--- src/rtl/fetch_unit_if.sv ---
// Fetch-stage handshake bundle: execute redirect, decode stall/delivery, and the
// request/grant instruction-memory port. master = fetch unit, slave = its environment.
interface fetch_unit_if #(parameter int XLEN = 32);
  logic            PCSrcE;
  logic [XLEN-1:0] PCTargetE;
  logic            StallD;
  logic            ImemReq;
  logic [XLEN-1:0] ImemAddr;
  logic            ImemGnt;
  logic            ImemRValid;
  logic [31:0]     ImemRData;
  logic [31:0]     InstrD;
  logic [XLEN-1:0] PCD;
  logic [XLEN-1:0] PCPlus4D;
  logic            ValidD;

  modport master (
    input  PCSrcE, PCTargetE, StallD, ImemGnt, ImemRValid, ImemRData,
    output ImemReq, ImemAddr, InstrD, PCD, PCPlus4D, ValidD
  );
  modport slave (
    output PCSrcE, PCTargetE, StallD, ImemGnt, ImemRValid, ImemRData,
    input  ImemReq, ImemAddr, InstrD, PCD, PCPlus4D, ValidD
  );
endinterface

--- src/rtl/fetch_unit.sv ---
// Decoupled fetch stage: credit-limited request/grant imem port feeding a QDEPTH prefetch
// queue; redirects flush the queue and discard in-flight responses. FETCH_PERF_CNT_EN adds counters.
module fetch_unit #(
  parameter int              XLEN         = 32,
  parameter logic [XLEN-1:0] RESET_VECTOR = 32'h00000000,
  parameter int              QDEPTH       = 2
) (
  input  logic          clk,
  input  logic          rst,
`ifdef FETCH_PERF_CNT_EN
  output logic [31:0]   FetchCnt,
  output logic [31:0]   SquashCnt,
`endif
  fetch_unit_if.master  bus
);
  localparam int CW  = $clog2(QDEPTH + 1);
  localparam int CW1 = CW + 1;
  localparam int PW  = (QDEPTH > 1) ? $clog2(QDEPTH) : 1;

  logic [XLEN-1:0] pcf_q, pcf_d, pcr_q, pcr_d;
  logic [CW-1:0]   out_q, out_d, disc_q, disc_d, cnt_q, cnt_d;
  logic [PW-1:0]   head_q, head_d, tail_q, tail_d;
  logic            valid_q, valid_d;
  logic [31:0]     instr_q [QDEPTH];
  logic [31:0]     instr_d [QDEPTH];
  logic [XLEN-1:0] qpc_q   [QDEPTH];
  logic [XLEN-1:0] qpc_d   [QDEPTH];
  logic [XLEN-1:0] qp4_q   [QDEPTH];
  logic [XLEN-1:0] qp4_d   [QDEPTH];

  logic pop_raw, pop, push, req, issue, drop;

  function automatic logic [PW-1:0] ptr_inc(input logic [PW-1:0] p);
    return (p == PW'(QDEPTH - 1)) ? '0 : p + 1'b1;
  endfunction

  // Credit: in-flight plus queued may not exceed QDEPTH, counting this cycle's pop as freed.
  assign pop_raw = valid_q & ~bus.StallD;
  assign req     = rst & ~bus.PCSrcE &
                   (({1'b0, out_q} + {1'b0, cnt_q}) < (CW1'(QDEPTH) + CW1'(pop_raw)));
  assign issue   = req & bus.ImemGnt;
  assign pop     = pop_raw & ~bus.PCSrcE;
  assign drop    = bus.ImemRValid & (disc_q != '0);
  assign push    = bus.ImemRValid & (disc_q == '0) & ~bus.PCSrcE;

  always_comb begin
    pcf_d   = pcf_q;
    pcr_d   = pcr_q;
    out_d   = out_q + CW'(issue) - CW'(bus.ImemRValid);
    disc_d  = disc_q;
    cnt_d   = cnt_q;
    head_d  = head_q;
    tail_d  = tail_q;
    valid_d = valid_q;
    instr_d = instr_q;
    qpc_d   = qpc_q;
    qp4_d   = qp4_q;
    if (bus.PCSrcE) begin
      // Everything still in flight is younger than the redirect; a response landing now
      // is dropped along with the queue contents.
      pcf_d   = bus.PCTargetE;
      pcr_d   = bus.PCTargetE;
      disc_d  = out_q - CW'(bus.ImemRValid);
      cnt_d   = '0;
      head_d  = '0;
      tail_d  = '0;
      valid_d = 1'b0;
    end else begin
      if (issue) pcf_d = pcf_q + XLEN'(4);
      if (drop)  disc_d = disc_q - CW'(1);
      if (push) begin
        instr_d[tail_q] = bus.ImemRData;
        qpc_d[tail_q]   = pcr_q;
        qp4_d[tail_q]   = pcr_q + XLEN'(4);
        tail_d          = ptr_inc(tail_q);
        pcr_d           = pcr_q + XLEN'(4);
      end
      if (pop) head_d = ptr_inc(head_q);
      cnt_d   = cnt_q + CW'(push) - CW'(pop);
      valid_d = (cnt_d != '0);
    end
  end

  always_ff @(posedge clk or negedge rst) begin
    if (!rst) begin
      pcf_q   <= RESET_VECTOR;
      pcr_q   <= RESET_VECTOR;
      out_q   <= '0;
      disc_q  <= '0;
      cnt_q   <= '0;
      head_q  <= '0;
      tail_q  <= '0;
      valid_q <= 1'b0;
      for (int i = 0; i < QDEPTH; i++) begin
        instr_q[i] <= '0;
        qpc_q[i]   <= '0;
        qp4_q[i]   <= '0;
      end
    end else begin
      pcf_q   <= pcf_d;
      pcr_q   <= pcr_d;
      out_q   <= out_d;
      disc_q  <= disc_d;
      cnt_q   <= cnt_d;
      head_q  <= head_d;
      tail_q  <= tail_d;
      valid_q <= valid_d;
      instr_q <= instr_d;
      qpc_q   <= qpc_d;
      qp4_q   <= qp4_d;
    end
  end

  assign bus.ImemReq  = req;
  assign bus.ImemAddr = pcf_q;
  assign bus.InstrD   = instr_q[head_q];
  assign bus.PCD      = qpc_q[head_q];
  assign bus.PCPlus4D = qp4_q[head_q];
  assign bus.ValidD   = valid_q;

`ifdef FETCH_PERF_CNT_EN
  logic [31:0] fetch_cnt_q, fetch_cnt_d, squash_cnt_q, squash_cnt_d;

  always_comb begin
    fetch_cnt_d  = fetch_cnt_q + 32'(pop);
    squash_cnt_d = squash_cnt_q;
    if (bus.PCSrcE) squash_cnt_d = squash_cnt_q + 32'(cnt_q) + 32'(bus.ImemRValid);
    else if (drop)  squash_cnt_d = squash_cnt_q + 32'd1;
  end

  always_ff @(posedge clk or negedge rst) begin
    if (!rst) begin
      fetch_cnt_q  <= '0;
      squash_cnt_q <= '0;
    end else begin
      fetch_cnt_q  <= fetch_cnt_d;
      squash_cnt_q <= squash_cnt_d;
    end
  end

  assign FetchCnt  = fetch_cnt_q;
  assign SquashCnt = squash_cnt_q;
`endif
endmodule

--- src/flat_wrapper.sv ---
// flat-port wrapper written by rule: the top's interface ports become plain ports
module fetch_unit_flat 
#(
  parameter int              XLEN         = 32,
  parameter logic [XLEN-1:0] RESET_VECTOR = 32'h00000000,
  parameter int              QDEPTH       = 2
)
  (clk, rst, bus_PCSrcE, bus_PCTargetE, bus_StallD, bus_ImemGnt, bus_ImemRValid, bus_ImemRData, bus_ImemReq, bus_ImemAddr, bus_InstrD, bus_PCD, bus_PCPlus4D, bus_ValidD);
  fetch_unit_if #(.XLEN(XLEN)) bus_i ();
  input  logic clk;
  input  logic rst;
  input wire logic [$bits(bus_i.PCSrcE)-1:0] bus_PCSrcE;
  input wire logic [$bits(bus_i.PCTargetE)-1:0] bus_PCTargetE;
  input wire logic [$bits(bus_i.StallD)-1:0] bus_StallD;
  input wire logic [$bits(bus_i.ImemGnt)-1:0] bus_ImemGnt;
  input wire logic [$bits(bus_i.ImemRValid)-1:0] bus_ImemRValid;
  input wire logic [$bits(bus_i.ImemRData)-1:0] bus_ImemRData;
  output wire logic [$bits(bus_i.ImemReq)-1:0] bus_ImemReq;
  output wire logic [$bits(bus_i.ImemAddr)-1:0] bus_ImemAddr;
  output wire logic [$bits(bus_i.InstrD)-1:0] bus_InstrD;
  output wire logic [$bits(bus_i.PCD)-1:0] bus_PCD;
  output wire logic [$bits(bus_i.PCPlus4D)-1:0] bus_PCPlus4D;
  output wire logic [$bits(bus_i.ValidD)-1:0] bus_ValidD;
  assign bus_i.PCSrcE = bus_PCSrcE;
  assign bus_i.PCTargetE = bus_PCTargetE;
  assign bus_i.StallD = bus_StallD;
  assign bus_i.ImemGnt = bus_ImemGnt;
  assign bus_i.ImemRValid = bus_ImemRValid;
  assign bus_i.ImemRData = bus_ImemRData;
  assign bus_ImemReq = bus_i.ImemReq;
  assign bus_ImemAddr = bus_i.ImemAddr;
  assign bus_InstrD = bus_i.InstrD;
  assign bus_PCD = bus_i.PCD;
  assign bus_PCPlus4D = bus_i.PCPlus4D;
  assign bus_ValidD = bus_i.ValidD;
  fetch_unit #(.XLEN(XLEN), .RESET_VECTOR(RESET_VECTOR), .QDEPTH(QDEPTH)) u_core (.clk(clk), .rst(rst), .bus(bus_i));
endmodule
--- config.mk ---
export PLATFORM = sky130hd
export DESIGN_NAME = fetch_unit_flat
export DESIGN_NICKNAME = d
export VERILOG_FILES = /design/src/rtl/fetch_unit_if.sv /design/src/rtl/fetch_unit.sv /design/src/flat_wrapper.sv
export SDC_FILE = /design/constraint.sdc
export NUM_CORES = 1
export LEC_CHECK = 0
export ABC_AREA = 1
export CORE_UTILIZATION = 40
export CTS_BUF_LIST = sky130_fd_sc_hd__clkbuf_4
export CTS_CLUSTER_DIAMETER = 60
export DETAILED_ROUTE_END_ITERATION = 8
export HOLD_SLACK_MARGIN = 0.08
export PLACE_DENSITY_LB_ADDON = 0.05
export REMOVE_ABC_BUFFERS = 1
export SETUP_SLACK_MARGIN = 0.5
export SYNTH_ARGS = -nofsm -noshare
export SYNTH_HDL_FRONTEND = slang
export SYNTH_SLANG_ARGS = --single-unit
--- constraint.sdc ---
create_clock -name clk -period 2.6 [get_ports clk]
set_input_delay 0.39 -clock clk [delete_from_list [all_inputs] [get_ports clk]]
set_output_delay 0.39 -clock clk [all_outputs]
set_load 0.02 [all_outputs]
Word-level counts from Yosys, hierarchy flattened. Index checks and enable logic that the tools add are counted.

Flip-flop bits (word level): 265. Bits of input ports: 70. Output and inout port bits: 130. Word-level logic and storage cells: 79.

Add/subtract/negate cells: 12. Order comparisons: 4. Mux-type cells: 28. Bitwise operators: 12. Reduce and logical (&&, ||, !) cells: 9.

Operators by type and width (number): $mux W32 (14); $bwmux W64 (3); $add A32 B3 Y32 const B (2); $demux W32 S1 (1); $reduce_bool A2 Y1 (6); $and A1 B1 Y1 (8); $mux W1 (7); $mux W2 (3); $sub A2 B1 Y2 (3); $add A2 B1 Y2 (2); $ge A2 B2 Y1 const B (2); $not A1 Y2 (2); $add A2 B1 Y3 const A (1); $add A2 B2 Y3 (1); $lt A3 B3 Y1 (1); $add A1 B1 Y1 const B (2); $logic_not A2 Y1 (1); $lt A2 B1 Y1 const B (1); $not A1 Y1 (2); $reduce_and A2 Y1 (1); $sub A2 B1 Y2 const B (1); $logic_and A1 B1 Y1 (1).

Depth between registers and ports, before layout. Gate-level depths: netlist of run 1.

Depth in word-level cells: 8. Mapped depth: 11. Mapped depth without buffers: 11.

Worst setup path before layout of run 1. OpenSTA, ideal clock, no wires.

Path type: reg2reg. Start point: register u_core.cnt_q[0]. End point: register u_core.out_q[1]. Library setup time: 0.131 ns. Arrival: 1.803 ns. Required time: 2.469 ns. Setup slack: 0.665 ns. Cell stages (with the launch flop): 9. Buffers on the path: 1. Period minus slack after synthesis: 1.935 ns. Cells stage by stage: dfrtp_1 -> ha_1 -> fa_1 -> o21ai_1 -> nand3_4 -> inv_2 -> buf_2 -> ha_1 -> xor2_1.

Word-level cells in the longest chain between the ends: 6.

RTL lines: start: declaration (line fetch_unit.sv:21) `logic [CW-1:0] out_q, out_d, disc_q, disc_d, cnt_q, cnt_d;`; start signal: assignment (line fetch_unit.sv:104) `cnt_q <= cnt_d;`; $add A2 B2 Y3 (line fetch_unit.sv:40) `(({1'b0, out_q} + {1'b0, cnt_q}) < (CW1'(QDEPTH) + CW1'(pop_raw)));`; $lt A3 B3 Y1 (line fetch_unit.sv:40); $and A1 B1 Y1 (line fetch_unit.sv:39) `assign req = rst & ~bus.PCSrcE &`; $and A1 B1 Y1 (line fetch_unit.sv:41) `assign issue = req & bus.ImemGnt;`; $add A2 B1 Y2 (line fetch_unit.sv:49) `out_d = out_q + CW'(issue) - CW'(bus.ImemRValid);`; $sub A2 B1 Y2 (line fetch_unit.sv:49); via u_core.out_d[1] (line fetch_unit.sv:21); end signal: assignment (line fetch_unit.sv:102) `out_q <= out_d;`; end: declaration (line fetch_unit.sv:21).

The timed path passes the listed nets, and every way through them passes these cells. A chain may end at the register's enable or synchronous reset.

Worst setup path in the final report of run 1.
Start point: register u_core.cnt_q[0]. End point: output bus_ImemReq.

Word-level cells in the longest chain between the ends: 3.

RTL lines: $add A2 B2 Y3 (line fetch_unit.sv:40); $lt A3 B3 Y1 (line fetch_unit.sv:40); $and A1 B1 Y1 (line fetch_unit.sv:39); end: declaration (line flat_wrapper.sv:18) `output wire logic [$bits(bus_i.ImemReq)-1:0] bus_ImemReq;`.

No other way between the ends.

==> impl_results.md, run 1 <==
* Critical path's largest stage delay at 0.50 ns
* Power density relative to cell area at 994 nW/µm²
* Number of detailed-routing iterations run before antenna repair at 5
* Total wirelength of the detailed-routed design at 43300 µm
* Final Net Count at 2092
* Combinational share of power at 44.6%
* Run status: completed
* Delay-heaviest family, CP: adder cells
* Remaining Overflow, GRT at 0
* Proportion of netlist area held by the largest area contributor at 50.8%
* Setup clock skew after layout at 0.0601 ns
* Cell at the root of the clock tree: sky130_fd_sc_hd__clkbuf_4
* Final Hold Fails at 0
* Top cell type by total area after synthesis: sky130_fd_sc_hd__dfrtp_1
* Top-level I/O count at 200
* Core Region at 31600 µm²
* Total via count in the routed design at 12400
* Via count of the first global-routing pass at 11700
* Count of buffers inserted at the top-level ports at 199
* Kind of critical path: reg -> out
* Part of the power in the clock network at 19.9%
* Static Leakage at 9.84 nW
* Critical path peak fanout at 2
* Shortest period the worst path allows at 2.48 ns
* Clock transition at path regs at 0.06 ns
* Overall power consumption at 18.9 mW
* Global-route usage over all layers at 24.6%
* Startpoint type of the worst setup path: flop
* Crit share post-route at 95.4%
* Clk Latency, worst-skew pair at 0.71 ns
* Die Span Y at 181 µm
* Area of the mapped netlist at 12900 µm²
* Total die area at 32900 µm²
* Tightest slew margin relative to the limit at 34.7%
* Mean post-synth cell area at 7.61 µm²
* Sinks on the clock net at 261
* Data required, critical path at 2.21 ns
* Number of DRC markers after the initial detailed-route iteration at 1059
* Number of instances in the synthesized netlist at 1689
* Final Slew Violations at 0
* Cells along the critical path: ha_2 -> fa_1 -> o21ai_2 -> and2_4 -> buf_6
* Area Overhead vs Synth at 47.5%
* Number of setup violations in the final report at 0
* Wire length of the first global-routing pass at 63300 µm
* Final standard cell utilization of the core at 60.1%
* Number of placement rows at 65
* Path class of the lowest-slack min-delay path: in -> reg
* Top cells by area in the synthesized netlist: sky130_fd_sc_hd__dfrtp_1, sky130_fd_sc_hd__nand2_1, sky130_fd_sc_hd__inv_1
* Weighted congestion reported at the end of routability-driven placement at 0.890
* Switching component of the power at 7.40 mW
* RSZ-0062 raised after global routing: yes
* Maximum clock insertion buffer count at 3
* HPWL after detailed placement at 25800 µm
* Worst-Margin Slew at 0.980 ns
* Kind of capture point of the worst setup path: output pin
* Clock buffers created by TritonCTS at 75
* Crit path arrival time at 2.09 ns
* Sw frac at 39.3%
* Mean number of vias per cell at 5.03
* Detail Route Antenna Nets at 0
* Setup TNS at 0 ns
* Proportion of synthesized chip area in sequential cells at 50.8%
* Peak supply drop at 0.000488 V
* Reg power frac at 35.5%
* CP max stage cell: sky130_fd_sc_hd__fa_1
* Maximum number of pins on one net before global-route repair at 171
* Number of storage elements in the synthesis netlist at 261
* F_max at 403 MHz
* Antenna violations before repair at 1
* Initial cell density of the core at 40.7%
* Internal at 11.5 mW
* Number of remaining DRC errors at 0
* CTS H-Tree Depth at 3
* Layout cell share with drive strength beyond 1 at 28.0%
* Yosys synthesis warning count at 0
* Count of different cell masters after synthesis at 41
* Number of violations of the max-capacitance limit at 0
* Count of buffer and inverter cells on the critical path at 1
* Horiz. Die Dim at 181 µm
* CTS tree: done
* Avg WL per Cell at 17.5 µm
-- kinds of logic (layout without fill, tap and decap cells) --
logic type / count (synthesis) / count (layout) / share of synthesized area (%)
adders and majority gates: 9 / 9 / 0.934
xor gates and xnor gates: 32 / 32 / 2.30
and+or+nand+nor: 940 / 941 / 29.5
other: 0 / 1 / 0
DFF: 261 / 261 / 50.8
buffers and inverters: 223 / 595 / 7.11
AOI/OAI and AO/OA: 224 / 224 / 9.33
-- metal layers --
| metal | GRT usage, % | part of all wire [%] | vias to the layer above |
|---|---|---|---|
| li1 | - | - | 6008 |
| met1 | 35.7 | 47 | 5931 |
| met2 | 37.6 | 46 | 405 |
| met3 | 3.77 | 5.6 | 65 |
| met4 | 7.56 | 1.9 | 0 |
| met5 | 0 | 0 | - |
-- power by group through the flow --
| stage | Sequential, mW | Clock, mW | Combinational [mW] |
|---|---|---|---|
| floorplan | 6.40 | 0 | 3.53 |
| global placement | 6.44 | 0 | 6.39 |
| detailed placement | 6.47 | 0 | 6.48 |
| CTS | 6.45 | 3.86 | 6.61 |
| global route | 6.88 | 4.08 | 9.13 |
| finish | 6.70 | 3.74 | 8.41 |
-- layout make-up --
cell class,count,area (µm²)
antenna,1,2.50
clock buffer,110,826
clock inverter,16,82.6
fill,2895,12600
inverter,149,602
multi-input combinational,1206,6410
sequential,261,6540
tap,402,503
timing repair buffer,318,3970
timing repair inverter,2,27.5
-- sequential cells by signal, indices dropped and copies added (netlist names) --
name                 count
u_core.bus.ImemAddr     32
u_core.bus.ValidD        1
u_core.cnt_q             2
u_core.disc_q            2
u_core.head_q            1
u_core.instr_q          64
u_core.out_q             2
u_core.pcr_q            32
u_core.qp4_q            64
u_core.qpc_q            60
u_core.tail_q            1
-- through the flow --
step	std cells	area, µm²	hold WS, ns	setup WS, ns
after global placement	2244	15400	0.456	0.343
after detailed placement	2244	15400	0.465	0.345
after CTS	2395	16700	0.0803	0.0543
final	2465	19000	0.144	0.120
after global routing	2465	19000	0.169	0.0249
after floorplan	1615	12500	0.0944	-0.942
-- final timing paths --
kind / end / start / slack, ns / cells past startpoint
worst max-delay path: bus_ImemReq / u_core.cnt_q[0] / 0.12 / 5
worst min-delay path: u_core.bus.ImemAddr[8] / bus_PCSrcE / 0.14 / 4
worst max register to register: u_core.bus.ImemAddr[2] / u_core.cnt_q[0] / 0.30 / 11
worst min register to register: u_core.bus.ImemAddr[1] / u_core.bus.ImemAddr[1] / 0.48 / 2
max in group asynchronous: u_core.bus.ImemAddr[24] / rst / 1.29 / 3
min in group asynchronous: u_core.qpc_q[37] / rst / 0.45 / 3
-- Yosys cell counts, drive strengths merged --
library cell,count
nor3,20
xor2,27
nand4,9
fa,1
a31oi,1
and2,1
o311ai,1
nor2,68
inv,149
ha,8
clkbuf,38
o21bai,5
nand3,68
a211oi,1
a21oi,7
xnor2,5
o22ai,1
o221ai,4
o21a,1
o21ai,189
or2,1
dfrtp,261
buf,36
nand2,773
o211ai,14
-- cells in the final DEF, fill, tap and decap left out, types with 11 or more instances in the layout --
| cell type | count |
|---|---|
| sky130_fd_sc_hd__o21ai_1 | 101 |
| sky130_fd_sc_hd__buf_4 | 38 |
| sky130_fd_sc_hd__nand2_4 | 70 |
| sky130_fd_sc_hd__nor2_1 | 54 |
| sky130_fd_sc_hd__clkbuf_4 | 110 |
| sky130_fd_sc_hd__clkdlybuf4s50_1 | 68 |
| sky130_fd_sc_hd__nor3_1 | 16 |
| sky130_fd_sc_hd__nand3_2 | 11 |
| sky130_fd_sc_hd__buf_12 | 28 |
| sky130_fd_sc_hd__inv_1 | 141 |
| sky130_fd_sc_hd__xor2_1 | 25 |
| sky130_fd_sc_hd__buf_6 | 119 |
| sky130_fd_sc_hd__nand2_1 | 597 |
| sky130_fd_sc_hd__nand3_1 | 56 |
| sky130_fd_sc_hd__o211ai_1 | 13 |
| sky130_fd_sc_hd__dfrtp_1 | 256 |
| sky130_fd_sc_hd__dlymetal6s2s_1 | 32 |
| sky130_fd_sc_hd__nand2_2 | 105 |
| sky130_fd_sc_hd__clkbuf_16 | 13 |
| sky130_fd_sc_hd__o21ai_0 | 74 |
-- worst reg2reg max path, cell delays in order (launching register included) --
cell and delay [ns]:
sky130_fd_sc_hd__dfrtp_1 0.39, sky130_fd_sc_hd__ha_2 0.18, sky130_fd_sc_hd__fa_1 0.50, sky130_fd_sc_hd__o21ai_2 0.07
sky130_fd_sc_hd__buf_4 0.13, sky130_fd_sc_hd__buf_6 0.11, sky130_fd_sc_hd__buf_6 0.11, sky130_fd_sc_hd__nand3_4 0.14
sky130_fd_sc_hd__buf_6 0.16, sky130_fd_sc_hd__nand2_8 0.09, sky130_fd_sc_hd__buf_6 0.15, sky130_fd_sc_hd__o211ai_1 0.16
-- repair_timing --
item	CTS	global route
pin swaps	11	84
cloned	6	21
hold buffers	2	0
buffers inserted	17	48
setup endpoints to repair	148	171
resized for setup	416	584
hold endpoints to repair	266	0
Power figures use the tool's default switching activity.
==> inputs of run 2 (changes only) <==
--- a/config.mk
+++ b/config.mk
@@ -6,6 +6,7 @@
 export NUM_CORES = 1
 export LEC_CHECK = 0
 export ABC_AREA = 1
+export ABC_CLOCK_PERIOD_IN_PS = 2600
 export CORE_UTILIZATION = 40
 export CTS_BUF_LIST = sky130_fd_sc_hd__clkbuf_4
 export CTS_CLUSTER_DIAMETER = 60
==> results of run 2 <==
Same layout as run 1: the final DEF is identical, and so are final timing and power.
==> inputs of run 3 (changes only) <==
--- a/config.mk
+++ b/config.mk
@@ -7,9 +7,9 @@
 export LEC_CHECK = 0
 export ABC_AREA = 1
 export ABC_CLOCK_PERIOD_IN_PS = 2600
-export CORE_UTILIZATION = 40
+export CORE_UTILIZATION = 30
 export CTS_BUF_LIST = sky130_fd_sc_hd__clkbuf_4
-export CTS_CLUSTER_DIAMETER = 60
+export CTS_CLUSTER_DIAMETER = 80
 export DETAILED_ROUTE_END_ITERATION = 8
 export HOLD_SLACK_MARGIN = 0.08
 export PLACE_DENSITY_LB_ADDON = 0.05
==> run 3 against run 2 <==
Compared with the run above: critical path depth is the same; wire length grew 3.4%; sequential cell count is the same; highest routed layer unchanged.
==> impl_results.md, run 3 (synthesis gave the netlist of run 1 again) <==
* Total wirelength of the detailed-routed design at 44700 µm (+3.4%)
* Number of setup violations in the final report at 0 (unchanged)
* Met1 GRT Util at 29.8% (-6.0 points)
* Final Net Count at 2049 (-2.1%)
* Kind of capture point of the worst setup path: output pin
* Global-route usage over all layers at 20.8% (-3.7 points)
* Kind of critical path: reg -> out
* Shortest period the worst path allows at 2.50 ns (+0.0224 ns)
* Clk Latency, worst-skew pair at 0.75 ns (+0.04 ns)
* # fillers at 4398 (+52%)
* Top-level I/O count at 200 (unchanged)
* Antenna violations before repair at 3 (+2)
* RSZ-0062 raised after global routing: yes
* Terminating pin of the worst hold path: u_core.instr_q[57]
* Final Slew Violations at 0 (unchanged)
* Maximum clock insertion buffer count at 3 (unchanged)
* Total die area at 43700 µm² (+33%)
* Number of remaining DRC errors at 0 (unchanged)
* Clock buffers created by TritonCTS at 81 (+8.0%)
* Cell at the root of the clock tree: sky130_fd_sc_hd__clkbuf_4
* HPWL after detailed placement at 28500 µm (+11%)
* Number of placement rows at 75 (+15%)
* Multi-input gate area at 5950 µm² (-7.1%)
* Internal reg-to-reg setup slack at 0.59 ns (+0.29 ns)
* Power density relative to cell area at 1020 nW/µm² (+2.4%)
* Data required, critical path at 2.21 ns (about the same)
* Smallest hold slack at 0.201 ns (+0.0570 ns)
* Setup clock skew after layout at 0.0450 ns (-0.0150 ns)
* CTS H-Tree Depth at 3 (unchanged)
* Wire length of the first global-routing pass at 69300 µm (+9.4%)
* Run status: completed
* Most frequent cells in the layout: sky130_fd_sc_hd__nand2_1, sky130_fd_sc_hd__dfrtp_1, sky130_fd_sc_hd__inv_1
* Biggest registers after layout: u_core.instr_q: 64 flops, u_core.qp4_q: 64 flops, u_core.qpc_q: 60 flops
* Met2 usage at 31.5% (-6.1 points)
* Hold Crit Start: bus_ImemRData[25]
* F_max at 400 MHz (-0.89%)
* Post-place setup slack at 0.270 ns (-0.0751 ns)
* Number of DRC markers after the initial detailed-route iteration at 748 (-29%)
* Area taken by flip-flops and latches at 6540 µm² (about the same)
* Layout cell share with drive strength beyond 1 at 21.7% (-6.3 points)
* Number of detailed-routing iterations run before antenna repair at 5 (unchanged)
* Static Leakage at 9.01 nW (-8.4%)
* Total via count in the routed design at 11900 (-3.9%)
* Crit share post-route at 96.2% (+0.86 points)
* Remaining Overflow, GRT at 0 (unchanged)
* CTS tree: done
* Avg WL per Cell at 17.4 µm (-0.63%)
* Critical path peak fanout at 2 (unchanged)
* Path class of the lowest-slack min-delay path: in -> reg
* Initial cell density of the core at 30.5% (-10 points)
* Maximum number of pins on one net before global-route repair at 146 (-15%)
* Mean number of vias per cell at 4.65 (-7.6%)
* Hold-critical path depth at 3 (-1)
* Area Overhead vs Synth at 38.7%
* Clock transition at path regs at 0.06 ns (about the same)
* Worst Setup Slack, final at 0.0977 ns (-0.0224 ns)
* Number of cells on the worst reg-to-reg path at 8 (-3)
* Detail Route Antenna Nets at 0 (unchanged)
* Most common cell after layout, fill and taps aside: sky130_fd_sc_hd__nand2_1
* Startpoint type of the worst setup path: flop
* Number of violations of the max-capacitance limit at 0 (unchanged)
* Most utilized layer in the global route result: met2
* Peak supply drop at 0.000391 V (-20%)
* Crit path arrival time at 2.11 ns (+0.02 ns)
* Worst-Margin Slew at 0.947 ns (-0.0329 ns)
* Sinks on the clock net at 261 (unchanged)
* Count of buffers inserted at the top-level ports at 199 (unchanged)
* Tightest slew margin relative to the limit at 36.7% (+2.0 points)
* Worst r2r dst: u_core.out_q[1]
* Weighted congestion reported at the end of routability-driven placement at 0.840 (-5.5%)
* Die Span Y at 209 µm (+15%)
* Core Region at 42100 µm² (+34%)
* Via count of the first global-routing pass at 11600 (-0.71%)
* Launching point of the worst reg2reg path: u_core.cnt_q[0]
* Global routing met3 resource utilization at 4.27% (+0.50 points)
* Horiz. Die Dim at 209 µm (+15%)
* Final Hold Fails at 0 (unchanged)
-- run 3: stage by stage --
step           util (%)  cells  setup TNS (ns)  total power [mW]  area, µm²
4_1_cts            41.1   2542               0              17.9      17300
3_3_place_gp       36.8   2378               0              13.0      15500
3_5_place_dp       36.8   2378               0              13.1      15500
2_1_floorplan         -   1615          -91.08              9.93      12500
6_report           42.3   2564               0              18.2      17800
5_1_grt            42.3   2564          -0.145              19.5      17800
-- run 3: how the worst max path moves through the flow --
stage	startpoint	end	slack [ns]
global route	u_core.head_q	bus_PCD[1]	-0.03
CTS	u_core.cnt_q[0]	bus_ImemReq	0.006
detailed placement	bus_StallD	bus_ImemReq	0.27
finish	u_core.cnt_q[0]	bus_ImemReq	0.1
floorplan	u_core.head_q	bus_PCD[0]	-0.94
global placement	bus_StallD	bus_ImemReq	0.25
-- run 3: report_power, final --
group | leakage [nW] | internal (mW) | switching (mW)
combinational | 5.08 | 3.27 | 4.18
clock | 0.603 | 2.25 | 1.87
sequential | 3.33 | 5.52 | 1.05
-- run 3: repair_timing --
item | in CTS | in global routing
gates resized for setup | 527 | 271
pin swaps | 17 | 29
setup endpoints to repair | 153 | 135
endpoints found under the hold margin | 261 | 0
hold buffers | 1 | 0
gates cloned | 12 | 2
setup buffers | 15 | 18
-- run 3: final cells by class --
| class | instances | share of cell area, % |
|---|---|---|
| clock buffer | 111 | 4.67 |
| tap | 539 | 3.78 |
| sequential | 261 | 36.7 |
| inverter | 149 | 3.35 |
| clock inverter | 25 | 0.989 |
| timing repair buffer | 272 | 17.1 |
| antenna | 2 | 0.0281 |
| multi-input combinational | 1205 | 33.4 |
-- run 3: per-layer routing --
| metal | vias to the layer above | share of wire, % |
|---|---|---|
| met5 | - | 0 |
| met4 | 0 | 2.0 |
| met3 | 68 | 4.9 |
| met2 | 305 | 45 |
| met1 | 5624 | 49 |
| li1 | 5926 | - |
-- run 3: critical path, stage by stage, from the launching register on --
cell                      delay (ns)
sky130_fd_sc_hd__dfrtp_1        0.38
sky130_fd_sc_hd__ha_2           0.19
sky130_fd_sc_hd__fa_1           0.49
sky130_fd_sc_hd__o21ai_2        0.06
sky130_fd_sc_hd__and2_1         0.15
sky130_fd_sc_hd__buf_6          0.13
